===== src/rtl/alu_ez_core_if.sv =====
// alu_ez_core_if: instruction/operand/result bundle for the decode-and-execute
// stage.
//   master: drives instr, a, b, c and index. Receives the decoded fields and
//           the registered results.
//   slave : the stage itself. Receives instr and the operands. Drives the
//           fields (opcode, dest, op1ad, op2ad, shamt, const6, address) and the
//           registered results (d, dataaddress, reg_write, mem_read, mem_write,
//           next_index).
interface alu_ez_core_if;
  logic [15:0] instr;
  logic [15:0] a;
  logic [15:0] b;
  logic [15:0] c;
  logic [3:0]  index;
  logic [3:0]  opcode;
  logic [2:0]  dest;
  logic [2:0]  op1ad;
  logic [2:0]  op2ad;
  logic [2:0]  shamt;
  logic [5:0]  const6;
  logic [8:0]  address;
  logic [15:0] d;
  logic [15:0] dataaddress;
  logic        reg_write;
  logic        mem_read;
  logic        mem_write;
  logic [3:0]  next_index;

  modport master (
    output instr, a, b, c, index,
    input  opcode, dest, op1ad, op2ad, shamt, const6, address,
    input  d, dataaddress, reg_write, mem_read, mem_write, next_index
  );

  modport slave (
    input  instr, a, b, c, index,
    output opcode, dest, op1ad, op2ad, shamt, const6, address,
    output d, dataaddress, reg_write, mem_read, mem_write, next_index
  );
endinterface


===== src/rtl/alu_ez_core.sv =====
// alu_ez_core: decode-and-execute stage of the 16-bit teaching processor.
// Instruction fields are decoded combinationally so that the register file can
// be addressed in the same cycle. The ALU result, the data-memory address, the
// control strobes and the next instruction index are registered.
//   clk   : rising-edge clock
//   reset : synchronous, active-low; clears every registered output
//   bus   : alu_ez_core_if.slave (instr/a/b/c/index in, fields and results out)
module alu_ez_core (
  input logic         clk,
  input logic         reset,
  alu_ez_core_if.slave bus
);

  assign bus.opcode  = bus.instr[15:12];
  assign bus.dest    = bus.instr[11:9];
  assign bus.op1ad   = bus.instr[8:6];
  assign bus.op2ad   = bus.instr[5:3];
  assign bus.shamt   = bus.instr[2:0];
  assign bus.const6  = bus.instr[5:0];
  assign bus.address = bus.instr[8:0];

  logic [15:0] simm;
  logic [15:0] ea;
  logic [31:0] rot;
  logic [3:0]  seq_index;

  assign simm      = {{10{bus.instr[5]}}, bus.instr[5:0]};
  assign ea        = bus.a + simm;
  // Shifting a doubled copy left puts the rotated word in the upper half.
  assign rot       = {bus.a, bus.a} << bus.instr[2:0];
  assign seq_index = bus.index + 4'd1;

  logic [15:0] d_n;
  logic [15:0] da_n;
  logic [3:0]  ni_n;
  logic        rw_n;
  logic        mr_n;
  logic        mw_n;

  always_comb begin
    d_n  = '0;
    da_n = '0;
    ni_n = seq_index;
    rw_n = 1'b0;
    mr_n = 1'b0;
    mw_n = 1'b0;
    case (bus.instr[15:12])
      4'b0000: begin d_n = bus.a + bus.b;              rw_n = 1'b1; end
      4'b0001: begin d_n = bus.a - bus.b;              rw_n = 1'b1; end
      4'b0010: begin d_n = bus.a & bus.b;              rw_n = 1'b1; end
      4'b0011: begin d_n = bus.a | bus.b;              rw_n = 1'b1; end
      4'b0100: begin d_n = bus.a ^ bus.b;              rw_n = 1'b1; end
      4'b0101: begin d_n = bus.a + simm;               rw_n = 1'b1; end
      4'b0110: begin d_n = {10'd0, bus.instr[5:0]};    rw_n = 1'b1; end
      4'b0111: begin da_n = ea; mr_n = 1'b1;           rw_n = 1'b1; end
      4'b1000: begin da_n = ea; mw_n = 1'b1;                        end
      4'b1001: ni_n = bus.index + bus.instr[3:0];
      4'b1010: begin d_n = bus.a << bus.instr[2:0];    rw_n = 1'b1; end
      4'b1011: begin d_n = bus.a >> bus.instr[2:0];    rw_n = 1'b1; end
      4'b1100: begin d_n = 16'($signed(bus.a) >>> bus.instr[2:0]); rw_n = 1'b1; end
      4'b1101: begin d_n = rot[31:16];                 rw_n = 1'b1; end
      4'b1110: if (bus.a == bus.c) ni_n = bus.instr[3:0];
      4'b1111: if (bus.a != bus.c) ni_n = bus.instr[3:0];
      default: ;
    endcase
  end

  always_ff @(posedge clk) begin
    if (!reset) begin
      bus.d           <= '0;
      bus.dataaddress <= '0;
      bus.reg_write   <= 1'b0;
      bus.mem_read    <= 1'b0;
      bus.mem_write   <= 1'b0;
      bus.next_index  <= '0;
    end else begin
      bus.d           <= d_n;
      bus.dataaddress <= da_n;
      bus.reg_write   <= rw_n;
      bus.mem_read    <= mr_n;
      bus.mem_write   <= mw_n;
      bus.next_index  <= ni_n;
    end
  end

endmodule


===== src/flat_wrapper.sv =====
// flat-port wrapper written by rule: the top's interface ports become plain ports
module alu_ez_core_flat 
  (clk, reset, bus_instr, bus_a, bus_b, bus_c, bus_index, bus_opcode, bus_dest, bus_op1ad, bus_op2ad, bus_shamt, bus_const6, bus_address, bus_d, bus_dataaddress, bus_reg_write, bus_mem_read, bus_mem_write, bus_next_index);
  alu_ez_core_if bus_i ();
  input logic clk;
  input logic reset;
  input wire logic [$bits(bus_i.instr)-1:0] bus_instr;
  input wire logic [$bits(bus_i.a)-1:0] bus_a;
  input wire logic [$bits(bus_i.b)-1:0] bus_b;
  input wire logic [$bits(bus_i.c)-1:0] bus_c;
  input wire logic [$bits(bus_i.index)-1:0] bus_index;
  output wire logic [$bits(bus_i.opcode)-1:0] bus_opcode;
  output wire logic [$bits(bus_i.dest)-1:0] bus_dest;
  output wire logic [$bits(bus_i.op1ad)-1:0] bus_op1ad;
  output wire logic [$bits(bus_i.op2ad)-1:0] bus_op2ad;
  output wire logic [$bits(bus_i.shamt)-1:0] bus_shamt;
  output wire logic [$bits(bus_i.const6)-1:0] bus_const6;
  output wire logic [$bits(bus_i.address)-1:0] bus_address;
  output wire logic [$bits(bus_i.d)-1:0] bus_d;
  output wire logic [$bits(bus_i.dataaddress)-1:0] bus_dataaddress;
  output wire logic [$bits(bus_i.reg_write)-1:0] bus_reg_write;
  output wire logic [$bits(bus_i.mem_read)-1:0] bus_mem_read;
  output wire logic [$bits(bus_i.mem_write)-1:0] bus_mem_write;
  output wire logic [$bits(bus_i.next_index)-1:0] bus_next_index;
  assign bus_i.instr = bus_instr;
  assign bus_i.a = bus_a;
  assign bus_i.b = bus_b;
  assign bus_i.c = bus_c;
  assign bus_i.index = bus_index;
  assign bus_opcode = bus_i.opcode;
  assign bus_dest = bus_i.dest;
  assign bus_op1ad = bus_i.op1ad;
  assign bus_op2ad = bus_i.op2ad;
  assign bus_shamt = bus_i.shamt;
  assign bus_const6 = bus_i.const6;
  assign bus_address = bus_i.address;
  assign bus_d = bus_i.d;
  assign bus_dataaddress = bus_i.dataaddress;
  assign bus_reg_write = bus_i.reg_write;
  assign bus_mem_read = bus_i.mem_read;
  assign bus_mem_write = bus_i.mem_write;
  assign bus_next_index = bus_i.next_index;
  alu_ez_core u_core (.clk(clk), .reset(reset), .bus(bus_i));
endmodule

===== config.mk =====
export PLATFORM = sky130hd
export DESIGN_NAME = alu_ez_core_flat
export DESIGN_NICKNAME = d
export VERILOG_FILES = /design/src/rtl/alu_ez_core_if.sv /design/src/rtl/alu_ez_core.sv /design/src/flat_wrapper.sv
export SDC_FILE = /design/constraint.sdc
export NUM_CORES = 1
export LEC_CHECK = 0
export CAP_MARGIN = 10
export CORE_ASPECT_RATIO = 0.75
export CORE_MARGIN = 8
export CORE_UTILIZATION = 53
export CTS_CLUSTER_SIZE = 10
export DETAILED_ROUTE_END_ITERATION = 6
export PLACE_DENSITY = 0.85
export SYNTH_ARGS = -nofsm -noshare
export SYNTH_HDL_FRONTEND = slang
export SYNTH_SLANG_ARGS = --single-unit

===== constraint.sdc =====
create_clock -name clk -period 5.9 [get_ports clk]
set_input_delay 1.18 -clock clk [delete_from_list [all_inputs] [get_ports clk]]
set_output_delay 1.18 -clock clk [all_outputs]
set_load 0.01 [all_outputs]

Word level (Yosys, flattened, before mapping)
Index checks and enable logic that the tools add are counted.
{"block": "op_classes", "n_mux": 7, "eq_ne": 17, "mul": 0, "n_bitwise": 3, "shifts": 4, "add_sub_neg": 5, "div": 0, "magnitude_cmp": 0, "n_reduce_logical": 4}
{"operator": "16-bit case mux with 11 select lines", "n": 1}
{"operator": "16-bit adder", "n": 2}
{"operator": "4-bit equality test (second input constant)", "n": 8}
{"operator": "32-bit by 3-bit left shift with 32-bit output", "n": 1}
{"operator": "16-bit AND", "n": 1}
{"operator": "16-bit equality test", "n": 1}
{"operator": "4-bit by 3-bit equality test with 1-bit output (second input constant)", "n": 4}
{"operator": "16-bit != test", "n": 1}
{"operator": "16-bit bitwise OR", "n": 1}
{"operator": "16-bit by 3-bit left shift with 16-bit output", "n": 1}
{"operator": "16-bit by 3-bit right shift with 16-bit output", "n": 1}
{"operator": "16-bit by 3-bit >>> shifter with 16-bit output", "n": 1}
{"operator": "16-bit subtractor", "n": 1}
{"operator": "16-bit XOR", "n": 1}
{"operator": "4-bit case mux with 3 select lines", "n": 1}
{"operator": "12-bit OR reduction", "n": 1}
{"operator": "4-bit by 2-bit equality test with 1-bit output (second input constant)", "n": 2}
{"operator": "4-bit two-way mux", "n": 2}
{"operator": "4-bit by 1-bit adder with 4-bit output (second input constant)", "n": 1}
{"operator": "4-bit adder", "n": 1}
{"operator": "4-bit by 1-bit equality test with 1-bit output (second input constant)", "n": 1}
{"operator": "4-bit zero test", "n": 1}
{"operator": "1-bit two-way mux", "n": 3}
{"operator": "2-bit AND reduction", "n": 1}
{"operator": "2-bit OR reduction", "n": 1}
{"block": "totals", "latch_bits": 0, "n_memories": 0, "output_inout_bits": 70, "input_bits": 70, "rom_bits": 0, "ramBits": 0, "ff_bits": 39}

Longest topological paths before layout
{"block": "depth", "ltp_word": 3, "depth_mapped": 14}

Worst setup path before layout
OpenSTA, ideal clock, no wires.
{"block": "synth_path", "path_type": "input-to-reg", "from": "input bus_instr[15]", "to": "register u_core.bus.d[15]", "arrival_time_ns": 3.693, "setup_slack_ns": 2.090, "t_required_ns": 5.783, "setup_time_ns": 0.117, "path_buffers": 2, "stages": 13, "path_cell_list": "buf_2 -> nor3_2 -> clkbuf_1 -> a21oi_1 -> xnor2_1 -> ha_1 -> a21o_1 -> a21o_1 -> a311o_1 -> o22ai_1 -> o21ai_0 -> a31oi_1 -> nand2b_1"}
{"block": "synth_via", "elab_chain_len": 2, "elab_cells_between_ends": 12, "cone_classes": "eq/ne (10); mux (1); reduce/logical (1)"}
{"item": "from (decl)", "line_no": "flat_wrapper.sv:7", "source": "input wire logic [$bits(bus_i.instr)-1:0] bus_instr;"}
{"item": "4-bit equality test (tied with other cells)", "line_no": "alu_ez_core.sv:47", "source": "case (bus.instr[15:12])"}
{"item": "16-bit case mux with 11 select lines (*)", "line_no": "alu_ez_core.sv:47"}
{"item": "to (signal assigned)", "line_no": "alu_ez_core.sv:77", "source": "bus.d <= d_n;"}
{"item": "to (decl)", "line_no": "alu_ez_core_if.sv:38", "source": "output d, dataaddress, reg_write, mem_read, mem_write, next_index"}
Every way passes the cells marked *; elsewhere a longest branch is shown, timed or not.
A chain may end at the register's enable or synchronous reset.

Worst setup path after layout
{"block": "layout_path", "from": "input bus_instr[12]", "to": "register u_core.bus.d[13]"}
The elaborated chain is that of the path after synthesis.

==> impl_metrics.env <==
export IMPL_rsz0062_at_grt="false"
export IMPL_syn_num_nets=927
export IMPL_netlist_area_mm2=0.005715
export IMPL_diodes=0
export IMPL_max_stage_delay_ns=0.45
export IMPL_synth_flop_cell="dfxtp_1"
export IMPL_cts_buffers=5
export IMPL_drc_errors=1
export IMPL_post_route_util_pct=65.12
export IMPL_failed_checks="design-rule violations"
export IMPL_path_cells="clkdlybuf4s50_1, buf_4, nand2b_1, nor3_2, buf_4, mux2_2, inv_1, ha_1, nor2b_1, o31a_1, o21ai_1, a21oi_1, o21ai_1, a21boi_1, mux2_1, a31oi_1"
export IMPL_leakage_uw=0.002921
export IMPL_track_usage_pct=26.82
export IMPL_ff_latch_area_um2=780.7
export IMPL_final_max_slew_viol_count=0
export IMPL_area_growth_pct=22.31
export IMPL_clockRootBuffer="clkbuf_16"
export IMPL_syn_area_per_cell_um2=7.272
export IMPL_fin_crit_sh_pct=76.93
export IMPL_final_cell_mix="124 x clkdlybuf4s50_1, 97 x nor2_1, 79 x a21oi_1"
export IMPL_multi_input_area_mm2=0.004342
export IMPL_fin_crit_ns=4.539
export IMPL_grt_max_degree=44
export IMPL_final_nets=1004
export IMPL_crit_start="bus_instr[12]"
export IMPL_tns_ns=0
export IMPL_core_area_mm2=0.01074
export IMPL_hold_depth=4
export IMPL_drt_pre_antenna_iters=7
export IMPL_ctsHoldBuffers=0
export IMPL_clockBufferDepth=2
export IMPL_power_density_mw_per_mm2=161.0
export IMPL_final_common_cell="clkdlybuf4s50_1"
export IMPL_outcome="finished, violations left"
export IMPL_post_cts_buffers=0
export IMPL_end_kind="flip-flop"
export IMPL_ir_worst_vdd_uv=113.7
export IMPL_synth_seq_cells=39
export IMPL_placed_cell_area_mm2=0.006847
export IMPL_ios=140
export IMPL_fp_row_count=33
export IMPL_grt_remaining_overflow=0
export IMPL_synth_cells=786
export IMPL_seq_area_frac_synth_pct=13.66
export IMPL_postRouteAntennaNets=0
export IMPL_fp_dieW_um=135.9
export IMPL_dieArea_mm2=0.01440
export IMPL_worstSetupPathType="input pin to flip-flop"
export IMPL_power_total_uw=1126
export IMPL_hpwl_um=15870
export IMPL_maxCapViolCount=0
export IMPL_final_area_mm2=0.006990
export IMPL_critPathRequiredTime_ns=6.12
export IMPL_cp_start_kind="input pin"
export IMPL_grt_antenna_before_repair=0
export IMPL_drt_initial_drc_count=912
export IMPL_synth_edf_count=0
export IMPL_finalHoldViolCount=0
export IMPL_avgRoutedWirePerCell_um=20.05
export IMPL_cts_tree="done"
export IMPL_worst_slew_pin_slew_ns=1.157
export IMPL_die_h_um=105.9
export IMPL_timing_fmax_mhz=220.3
export IMPL_hp_class="input pin to flip-flop"
export IMPL_setup_viol=0
export IMPL_synth_cell_type_count=65
export IMPL_gp_congestion=1.028
export IMPL_timing_hold_ws_ns=1.684
export IMPL_ys_warn_count=0
export IMPL_arrival_ns=4.75
export IMPL_drt_total_wl_um=20110
export IMPL_start_util_pct=53.24
export IMPL_cts_resized=0
export IMPL_fillCellCount=972
export IMPL_h_tree_depth=2
export IMPL_grt_pass1_wl_um=31090
export IMPL_via_per_inst=6.220
export IMPL_vias=6239
export IMPL_hold_start="bus_index[2]"
export IMPL_synth_async_reset_ratio_pct=0
export IMPL_critPathMaxFanout=31
export IMPL_grt_pass1_vias=5743
export IMPL_drive_gt1_share_pct=4.751
export IMPL_clock_sinks=39
export IMPL_crit_slowest_cell="clkdlybuf4s50_1"
export IMPL_max_slew_margin_rel_pct=22.59
export IMPL_path_clk_slew_ns=0.06
export IMPL_io_buffers=124
[registers in the layout, summed over array words and instances (netlist names)]
name	flops
u_core.bus.d	16
u_core.bus.dataaddress	16
u_core.bus.next_index	4
u_core.bus.mem_read	1
u_core.bus.mem_write	1
u_core.bus.reg_write	1
[metrics by stage]
step | setup slack, ns | instances
after global routing | 1.155 | 1003
after global placement | 1.247 | 996
after CTS | 1.444 | 1003
after detailed placement | 1.163 | 996
after floorplan | 2.090 | 786
final | 1.361 | 1003
[per-layer routing]
metal | vias up | wire (um) | GRT usage, %
li1 | 2925 | - | -
met3 | 56 | 3241 | 9.189
met5 | - | 0 | 0
met2 | 471 | 8043 | 37.87
met4 | 0 | 497 | 7.193
met1 | 2787 | 8323 | 37.70
[cells in the mapped netlist (all sizes together) (15+ instances only)]
cell	n	area (um^2)
nor3	18	95.09
clkbuf	19	71.32
o21ai	35	175.2
xnor2	49	436.7
a21o	15	112.6
ha	68	850.8
nand2	49	183.9
a31oi	19	118.9
a211oi	17	132.6
a21oi	79	395.4
dfxtp	39	780.8
nor2	97	364.1
inv	52	195.2
buf	50	326.6
mux2i	21	210.2
[power breakdown]
part / total, uW / internal (uW) / switching, uW
Sequential: 284 / 279 / 4.87
Clock: 274 / 165 / 109
Combinational: 568 / 246 / 322
[final cells by class]
cell class / count / share of cell area (%)
inverters: 52 / 2.792
clock inverters: 1 / 0.07159
repair buffers: 139 / 19.37
well taps: 140 / 2.506
flip-flops and latches: 39 / 11.17
multi-input cells: 626 / 62.11
clock buffers: 6 / 1.987
[worst max-delay path: cells and delay by family]
kind                     cells  cell delay (ns)
AND/OR/NAND/NOR              3             0.51
multiplexers                 2             0.72
adder cells (fa/ha/maj)      1             0.21
buffers and inverters        4             1.07
AO/OA/AOI/OAI                6             1.04
[cell families after synthesis]
| logic type | synth area share (%) |
|---|---|
| AOI/OAI and AO/OA | 26.36 |
| xor gates and xnor gates | 9.632 |
| adders and majority gates | 15.94 |
| buffers and inverters | 10.38 |
| DFF | 13.66 |
| muxes | 5.057 |
| and+or+nand+nor | 18.98 |
[worst paths after layout]
check,to,slack (ns)
hold / removal,u_core.bus.next_index[2],1.68
setup / recovery,u_core.bus.d[13],1.36
(Power assumes the default switching activity.)
